--- src/rtl/param_updown_mod_counter.sv ---
// Parametrised synchronous up/down modulo counter.
// Provides a parallel load with clamping, wrap or saturate at the range ends,
// a clock-enable prescaler, a terminal-count flag, and wrap pulse/sticky flags.
// An "event" is a step taken while terminal_count is high. Saturated holds
// count as events too.
module param_updown_mod_counter #(
  parameter int                WIDTH    = 4,
  parameter longint unsigned   MODULUS  = 16,
  parameter int                SATURATE = 0,
  parameter int                PRESCALE = 1
) (
  input  logic             clock,
  input  logic             reset,
  input  logic             enable,
  input  logic             up_down,
  input  logic             load,
  input  logic [WIDTH-1:0] load_value,
  input  logic             clear_flag,
  output logic [WIDTH-1:0] count,
  output logic             terminal_count,
  output logic             wrap_pulse,
  output logic             wrap_sticky
);

  // Largest reachable count. When MODULUS is 2**WIDTH this is all ones, and
  // the load clamp can then never trigger.
  localparam logic [WIDTH-1:0] MAX_VAL = WIDTH'(MODULUS - 64'd1);

  // The prescaler keeps at least one bit so that PRESCALE=1 still elaborates.
  // In that case the bit stays at zero, and every enabled cycle is a step.
  localparam int            PW     = (PRESCALE > 1) ? $clog2(PRESCALE) : 1;
  localparam logic [PW-1:0] PS_MAX = PW'(PRESCALE - 1);

  logic [PW-1:0]    prescale_r;
  logic [PW-1:0]    prescale_nxt_s;
  logic [WIDTH-1:0] count_nxt_s;
  logic [WIDTH-1:0] step_value_s;
  logic [WIDTH-1:0] load_clamped_s;
  logic             event_s;

  // The terminal count depends on the direction that is currently requested.
  assign terminal_count = up_down ? (count == MAX_VAL) : (count == {WIDTH{1'b0}});

  // Compute the count after one step in the requested direction.
  // At a range end, the count either wraps or holds.
  always_comb begin
    step_value_s = count;
    if (up_down) begin
      if (count == MAX_VAL) begin
        if (SATURATE != 0) begin
          step_value_s = count;
        end else begin
          step_value_s = {WIDTH{1'b0}};
        end
      end else begin
        step_value_s = count + WIDTH'(1'b1);
      end
    end else begin
      if (count == {WIDTH{1'b0}}) begin
        if (SATURATE != 0) begin
          step_value_s = count;
        end else begin
          step_value_s = MAX_VAL;
        end
      end else begin
        step_value_s = count - WIDTH'(1'b1);
      end
    end
  end

  // Clamp an out-of-range load value to the top of the count range.
  always_comb begin
    load_clamped_s = load_value;
    if (load_value > MAX_VAL) begin
      load_clamped_s = MAX_VAL;
    end else begin
      load_clamped_s = load_value;
    end
  end

  // Next-state selection, in priority order: load, then enabled step, then hold.
  // Load bypasses enable, zeroes the prescaler and never raises an event.
  always_comb begin
    count_nxt_s    = count;
    prescale_nxt_s = prescale_r;
    event_s        = 1'b0;
    if (load) begin
      count_nxt_s    = load_clamped_s;
      prescale_nxt_s = {PW{1'b0}};
    end else if (enable) begin
      if (prescale_r == PS_MAX) begin
        prescale_nxt_s = {PW{1'b0}};
        count_nxt_s    = step_value_s;
        event_s        = terminal_count;
      end else begin
        prescale_nxt_s = prescale_r + PW'(1'b1);
      end
    end else begin
      count_nxt_s    = count;
      prescale_nxt_s = prescale_r;
    end
  end

  // State and flag registers. Reset overrides everything on its edge.
  // On a simultaneous event and clear_flag, the sticky flag is set.
  always_ff @(posedge clock) begin
    if (reset) begin
      count       <= {WIDTH{1'b0}};
      prescale_r  <= {PW{1'b0}};
      wrap_pulse  <= 1'b0;
      wrap_sticky <= 1'b0;
    end else begin
      count       <= count_nxt_s;
      prescale_r  <= prescale_nxt_s;
      wrap_pulse  <= event_s;
      wrap_sticky <= (wrap_sticky & ~clear_flag) | event_s;
    end
  end

endmodule
--- config.mk ---
export PLATFORM = sky130hd
export DESIGN_NAME = param_updown_mod_counter
export DESIGN_NICKNAME = d
export VERILOG_FILES = /design/src/rtl/param_updown_mod_counter.sv
export SDC_FILE = /design/constraint.sdc
export NUM_CORES = 1
export LEC_CHECK = 0
export CORE_AREA = 2 2 39 41
export CTS_BUF_LIST = sky130_fd_sc_hd__clkbuf_16
export DETAILED_ROUTE_END_ITERATION = 10
export DIE_AREA = 0 0 41 43
export DONT_BUFFER_PORTS = 1
export GPL_TIMING_DRIVEN = 0
export HOLD_SLACK_MARGIN = 0.1
export PLACE_DENSITY = 0.56
export SLEW_MARGIN = 20
export SYNTH_ARGS = -nofsm -noshare
export SYNTH_HDL_FRONTEND = slang
export SYNTH_SLANG_ARGS = --single-unit
--- constraint.sdc ---
create_clock -name clock -period 1.6 [get_ports clock]
set_input_delay 0.24 -clock clock [delete_from_list [all_inputs] [get_ports clock]]
set_output_delay 0.24 -clock clock [all_outputs]
set_load 0.01 [all_outputs]
After elaboration in Yosys (flattened, before gate mapping)
Cells that the tools add are included.

storage, ports and cells
  register bits after elaboration = 7
  input port bits = 10
  output and inout bits = 7
  word-level logic and storage cells = 29

cells by class
  add/subtract/negate cells = 3
  magnitude comparators = 1
  equality and inequality tests = 2
  muxes and demuxes = 12
  bitwise gates (word level) = 3
  reductions and logical operators = 4

operator list
  kind                   count
  $mux W4                7
  $mux W1                5
  $add A4 B1 Y4 const B  1
  $eq A4 B4 Y1 const B   1
  $gt A4 B4 Y1 const B   1
  $logic_not A4 Y1       1
  $sub A4 B1 Y4 const B  1
  $ne A2 B2 Y1 const B   1
  $reduce_and A2 Y1      1
  $reduce_bool A2 Y1     1
  $reduce_or A2 Y1       1
  $add A1 B1 Y1 const B  1
  $and A1 B1 Y1          1
  $not A1 Y1             1
  $or A1 B1 Y1           1

Longest topological paths before layout
Gate-level depths: netlist of the first run.

  depth after elaboration = 6
  mapped depth = 6
  mapped depth without buffers = 6

Least setup slack after synthesis of the first run
OpenSTA, ideal clock, no wires.

  kind = register -> register
  from = register count[0]
  to = register count[1]
  setup time = 0.114 ns
  data arrival time = 1.278 ns
  required time = 1.486 ns
  setup slack = 0.208 ns
  cell stages (with the launch flop) = 7
  path buffers = 0
  period minus slack after synthesis = 1.392 ns
  cells stage by stage = dfxtp_1 -> inv_1 -> ha_1 -> xnor2_1 -> mux2i_1 -> o21ai_0 -> nor2b_1

between the ends
  cells in the longest elaborated chain, start to end = 6
  elaborated cells on any way between the ends = 10
  classes of those cells = add/sub: 2; eq/ne: 1; mux: 6; reduce/logical: 1

ends and longest elaborated chain
  item                                   line    source
  from (decl)                            19      output logic [WIDTH-1:0] count,
  from (signal assigned)                 108     count <= {WIDTH{1'b0}};
  from (signal assigned)                 113     count <= count_nxt_s;
  $sub A4 B1 Y4 (tied with other cells)  66      step_value_s = count - WIDTH'(1'b1);
  $mux W4 (on tied branches)             59, 49
  $mux W4 *                              48      if (up_down) begin
  $mux W4 *                              91      if (prescale_r == PS_MAX) begin
  $mux W4 *                              90      end else if (enable) begin
  $mux W4 *                              87      if (load) begin

Mark *: on every way between the ends. The rest lies on a longest branch, timed or not. The select of a mux whose other input is x is not followed.
A chain may end at the register's enable or synchronous reset.

Worst setup path in the final report of the first run
  from = register count[1]
  to = output terminal_count

between the ends
  cells in the longest elaborated chain, start to end = 2
  elaborated cells on any way between the ends = 3
  classes of those cells = eq/ne: 1; mux: 1; reduce/logical: 1

ends and longest elaborated chain
  item                                                     line  source
  $eq A4 B4 Y1 / $logic_not A4 Y1 (equally long branches)  42    assign terminal_count = up_down ? (count == MAX_VAL) : (count == {WIDTH{1'b0}});
  $mux W1 *                                                42
  to (decl)                                                20    output logic terminal_count,

Mark *: on every way between the ends. The rest lies on a longest branch, timed or not.

==> results.ini, run 1 <==
[run_status]
status = complete, no violations

[power]
power_switching_w = 0.000157
p_per_area_nw_per_um2 = 1190
power.internal_w = 0.000540
pwr-share-comb_pct = 17.5
pwr-share-seq_pct = 25.5
ir_worst_vdd_mv = 0.459
p_leak_nw = 0.269
power.share.switching_pct = 22.5
clkPwrFrac_pct = 57.0

[yosys]
synth-compound-area-share_pct = 30.8
yosys_warnings = 0
synth-seq-cells = 6
synth-edff-count = 0
synth_area_leaders = dfxtp_1 27%, inv_1 6.8%, o41ai_4 6.2%, a21oi_1 5.6%, a31oi_1 5.6%
synthAdderAreaFrac_pct = 5.65
synth-xor-area-share_pct = 3.95
yosys.area.top_type = dfxtp_1
synthSimpleGateAreaFrac_pct = 13.6
syn_nets = 66
avgSynthCellArea_um2 = 8.20
synth_top_area_share_pct = 27.1
ys.flop_type = dfxtp_1
syn_inst = 54
seq_area_frac_synth_pct = 27.1
synth.distinct_cells = 27
netlist_area_um2 = 443
async_flop_share_pct = 0
synth_mux_area_share_pct = 4.52
synth_top_family_by_area = compound AO/OA/AOI/OAI gates

[setup_path]
critical_path_arrival_ns = 1.31
slowest_delay_ns = 0.45
crit_family = compound AO/OA/AOI/OAI gates
crit_slowest_cell = o41ai_4
setup.worst_path.class = reg -> out
end_kind = output pin
path_cells = inv_2, ha_4, inv_2, o41ai_4
required_ns = 1.36
crit_top_cell = inv_2
critPathMaxFanout = 8
r2r_start = count[1]
crit_start = count[1]
path_buf_inv = 2
cp-start-kind = flip-flop

[clock_tree]
cts_buffers = 3
cts.sinks = 6
h-tree-depth = 1
root_buffer = clkbuf_16
path_clk_slew_ns = 0.03
clock_latency_ns = 0.22
clockBufferDepth = 2
cts_tree = built

[routing]
drt.antenna.violating_nets = 0
wire_per_inst_um = 13.5
vias = 404
via_per_inst = 5.32
drtIter0Drc = 9
drc = 0
drtPass1Iterations = 4
wl_um = 1030

[final_layout]
layout-drive-gt1-share_pct = 26.7
syn_to_final_growth_pct = 32.8
regArea_um2 = 128
fillers = 151
finish.utilization_pct = 42.5
multi_input_area_um2 = 272
mostFrequentLayoutCells = 5 x inv_1, 5 x a21oi_1, 4 x a31oi_1, 4 x dfxtp_1
nets = 74
antenna_cells = 0

[placement]
portBuffers = 0
dp_hpwl_um = 663
place.gp.congestion = 0.687

[sta]
skew_ns = 0.00165
worst_slew_pin_slew_ns = 0.378
min_period_ns = 1.55
hold_violations = 0
max_freq_ghz = 0.644
final_max_slew_viol_count = 0
finalCritPeriodShare_pct = 97.1
setup_violations = 0
whs_ns = 0.167
max-slew-margin-rel_pct = 74.7

[global_route]
antenna_found_initial = 0
grt_pass1_wl_um = 1660
grt_max_degree = 10
overflow = 0
grt_pass1_vias = 359
grt_use_total_pct = 13.9

[floorplanning]
die-area_um2 = 1760
ioPinCount = 17
rows = 14
fp.dieW_um = 41
coreArea_um2 = 1380
die-height_um = 43
start_util_pct = 32.0

[min_path]
hold_class = in -> reg
hold_path.startpoint = load_value[0]

[job]
drv_cap = 0

==> final timing paths <==
path	slack (ns)	cells after the start	endpoint
setup / recovery	0.05	4	terminal_count
hold reg to reg	0.53	2	wrap_sticky
setup reg to reg	0.21	6	wrap_sticky
hold / removal	0.17	2	count[0]
==> per-stage QoR <==
| stage | total power [W] | std cells | setup TNS, ns | worst slack (ns) | cell area, µm² |
|---|---|---|---|---|---|
| floorplan | 0.000264 | 54 | 0 | 0.208 | 443 |
| global placement | 0.000278 | 70 | 0 | 0.109 | 463 |
| detailed placement | 0.000279 | 70 | 0 | 0.103 | 463 |
| CTS | 0.000686 | 74 | 0 | 0.0144 | 548 |
| global route | 0.000736 | 76 | -0.00671 | -0.00671 | 588 |
| finish | 0.000698 | 76 | 0 | 0.0471 | 588 |
==> flip-flops by register name (all words and copies together) (netlist names) <==
register and flops:
count 4, wrap_pulse 1, wrap_sticky 1
==> area by class of cell <==
cell class	instances	area share, %
multi-input cells	36	46.2
flip-flops and latches	6	21.7
clock buffers	3	12.8
plain buffers	4	5.74
repair buffers	3	5.11
inverters	8	5.11
well taps	16	3.40
==> worst reg2reg max path, stage by stage, from the launching register on <==
cell and delay [ns]:
dfxtp_4 0.37, inv_2 0.08, ha_4 0.14, inv_2 0.06, o41ai_4 0.45, nand2_2 0.12, a21oi_2 0.13
==> power groups by stage <==
stage	clock network (W)	logic (W)	registers [W]
final	0.000398	0.000122	0.000178
after global routing	0.000421	0.000135	0.000180
after global placement	0	0.0000981	0.000180
after CTS	0.000405	0.000103	0.000178
after floorplan	0	0.0000864	0.000177
after detailed placement	0	0.0000991	0.000180
==> synthesized netlist by cell type (all sizes together) (2+ instances only) <==
| cell type | instances |
|---|---|
| dfxtp | 6 |
| nand2 | 3 |
| o21ai | 2 |
| mux2i | 2 |
| inv | 8 |
| ha | 2 |
| nor3 | 2 |
| nor2 | 3 |
| a31oi | 4 |
| buf | 3 |
| a21oi | 6 |
==> per-layer routing <==
layer,track usage [%],wire (µm)
met1,18.6,471
met2,18.8,498
met3,4.71,57
met4,8.00,0
met5,0,0
==> what timing repair did <==
action | 4_1_cts | 5_1_grt
buffers inserted | 0 | 2
setup endpoints to repair | 0 | 2
endpoints found under the hold margin | 4 | 0
resized for setup | 0 | 9
hold buffers | 1 | 0
==> cells by family after synthesis <==
kind of cell             count (synthesis)
multiplexers                             2
buffers and inverters                   12
AO/OA/AOI/OAI                           18
flip-flops                               6
AND/OR/NAND/NOR                         12
XOR/XNOR                                 2
adder cells (fa/ha/maj)                  2
Power figures use the tool's default switching activity.
==> run 2, diff against run 1 <==
Settings changed: TNS_END_PERCENT set to 30.
Clock period 1.6 ns to 1.5 ns, I/O delays scaled along.
==> run 2 against run 1 <==
  * Worst setup slack better by 0.065 ns
  * Worst hold slack got worse by 0.015 ns
  * Largest power group unchanged
  * Final cell count fell by 1.3%
  * Die area unchanged
  * Non-clock buffer count shrank 1
  * Largest cell class unchanged
  * Global-route usage rose by 0.40 points
  * Register-to-register slack worse by 0.02 ns
  * Combinational power is essentially flat
  * Sequential power rose by 7%
==> results.ini, run 2 (synthesis results as in run 1) <==
[setup_path]
crit_top_cell = inv_4
crit_slowest_cell = dfxtp_4
critPathMaxFanout = 7  ; -1
setup.worst_path.class = reg -> out
slowest_delay_ns = 0.37  ; -0.08 ns
end_kind = output pin
required_ns = 1.27  ; -0.09 ns
path_cells = inv_4, ha_4, inv_4, o41ai_4
cp-start-kind = flip-flop
critical_path_arrival_ns = 1.16  ; -0.15 ns

[clock_tree]
cts_buffers = 3  ; unchanged
clockBufferDepth = 2  ; unchanged
path_clk_slew_ns = 0.03  ; about the same
root_buffer = clkbuf_16
clock_latency_ns = 0.23  ; about the same
cts_tree = built
cts.sinks = 6  ; unchanged
h-tree-depth = 1  ; unchanged

[sta]
worst_slew_pin_slew_ns = 0.375  ; -0.00259 ns
hold_violations = 0  ; unchanged
setup_violations = 0  ; unchanged
final_max_slew_viol_count = 0  ; unchanged
finalCritPeriodShare_pct = 92.6
tns_ns = 0  ; unchanged
skew_ns = 0.00262  ; +0.000968 ns
max_freq_ghz = 0.720
setup_ws_ns = 0.112  ; +0.0646 ns
whs_ns = 0.153  ; -0.0146 ns
rsz0062_at_grt = no
max-slew-margin-rel_pct = 74.9  ; +0.17 points
min_period_ns = 1.39

[power]
power_w = 0.000740  ; +6.1%
power_switching_w = 0.000168  ; +7.0%
power.share.switching_pct = 22.7  ; +0.19 points
p_per_area_nw_per_um2 = 1280  ; +8.1%
p_leak_nw = 0.249  ; -7.6%
pwr-share-comb_pct = 16.7  ; -0.8 points
pwr-share-seq_pct = 25.7  ; +0.2 points
ir_worst_vdd_mv = 0.489  ; +6.5%
power.internal_w = 0.000572  ; +5.8%
clkPwrFrac_pct = 57.6  ; +0.6 points

[routing]
drt.antenna.violating_nets = 0  ; unchanged
drtPass1Iterations = 4  ; unchanged
wire_per_inst_um = 13.0  ; -3.6%
via_per_inst = 5.40  ; +1.6%
wl_um = 977  ; -4.9%
drc = 0  ; unchanged
vias = 405  ; +0.25%
drtIter0Drc = 9  ; unchanged

[run_status]
status = complete, no violations

[global_route]
grt-busiest-layer = met2
overflow = 0  ; unchanged
grt_pass1_wl_um = 1690  ; +1.7%
antenna_found_initial = 0  ; unchanged
grt.met2_usage_pct = 21.3  ; +2.5 points
grt_pass1_vias = 371  ; +3.3%
grt_use_total_pct = 14.3  ; +0.40 points
grt_use_met3_pct = 4.71  ; unchanged
met1_usage_pct = 17.3  ; -1.3 points
grt_max_degree = 10  ; unchanged

[final_layout]
largestRegisters = count: 4 flops, wrap_pulse: 1 flops, wrap_sticky: 1 flops
layout-drive-gt1-share_pct = 25.4  ; -1.2 points
largest_reg_flops = 4  ; unchanged
fillers = 151  ; unchanged
mostFrequentLayoutCells = 5 x inv_1, 5 x a21oi_1, 4 x a31oi_1, 4 x dfxtp_1
antenna_cells = 0  ; unchanged
syn_to_final_growth_pct = 30.2
regMostFlops = count
nets = 73  ; -1.4%
stdcell_area_um2 = 577  ; -1.9%

[placement]
dpl_cell_area_um2 = 463  ; unchanged
pre_cts_ws_ns = 0.00263  ; -0.100 ns
portBuffers = 0  ; unchanged
dp_hpwl_um = 663  ; unchanged
place.gp.congestion = 0.687  ; unchanged

[floorplanning]
ioPinCount = 17  ; unchanged
fp.dieW_um = 41  ; unchanged
coreArea_um2 = 1380  ; unchanged
rows = 14  ; unchanged
die-height_um = 43  ; unchanged
die-area_um2 = 1760  ; unchanged
start_util_pct = 32.0  ; unchanged

[min_path]
hold_class = in -> reg

[job]
drv_cap = 0  ; unchanged

-- run 2: changes by cell type in the layout (fill, tap and decap cells not counted), sizes merged --
| cell | change |
|---|---|
| dlymetal6s2s | -1 |
-- run 2: layout make-up --
cell class,count,area [µm²],area share [%]
Clock buffer,3,75.1,13.0
Buffer,4,33.8,5.86
Inverter,8,35.0,6.07
Timing Repair Buffer,2,13.8,2.39
Tap cell,16,20.0,3.47
Sequential cell,6,128,22.1
Multi-Input combinational cell,36,272,47.1
-- run 2: metal layers --
metal	up-vias	part of all wire, %
met3	0	5.2
met5	-	0
met1	192	42
met2	14	52
li1	199	-
met4	0	0
-- run 2: metrics by stage --
stage | instances | utilization [%]
after global placement | 70 | 33.5
after CTS | 75 | 41.7
after global routing | 75 | 41.7
after floorplan | 54 | -
after detailed placement | 70 | 33.5
final | 75 | 41.7
-- run 2: final timing paths --
path / from / depth (start not counted) / to / slack [ns]
setup / recovery: count[0] / 4 / terminal_count / 0.11
hold / removal: load_value[0] / 2 / count[0] / 0.15
setup reg to reg: count[0] / 4 / count[0] / 0.19
hold reg to reg: wrap_sticky / 2 / wrap_sticky / 0.53
-- run 2: repair_timing --
action / in CTS / in global routing
resized for setup: 11 / 0
pin swaps: 1 / 1
endpoints found under the hold margin: 4 / 0
endpoints found under the setup margin: 2 / 1
hold buffers: 1 / 0
cloned: 0 / 0
buffers inserted: 1 / 0
-- run 2: critical path, delay by kind of cell, from the launching register on --
family | cells | cell delay [ns]
adders and majority gates | 1 | 0.14
DFF | 1 | 0.37
AOI/OAI and AO/OA | 1 | 0.32
buffers and inverters | 2 | 0.11
-- run 2: power groups by stage --
| stage | Sequential [W] | Combinational (W) | Clock, W |
|---|---|---|---|
| 6_report | 0.000190 | 0.000123 | 0.000426 |
| 4_1_cts | 0.000191 | 0.000124 | 0.000432 |
| 5_1_grt | 0.000193 | 0.000139 | 0.000449 |
| 3_3_place_gp | 0.000192 | 0.000105 | 0 |
| 3_5_place_dp | 0.000192 | 0.000106 | 0 |
| 2_1_floorplan | 0.000189 | 0.0000922 | 0 |
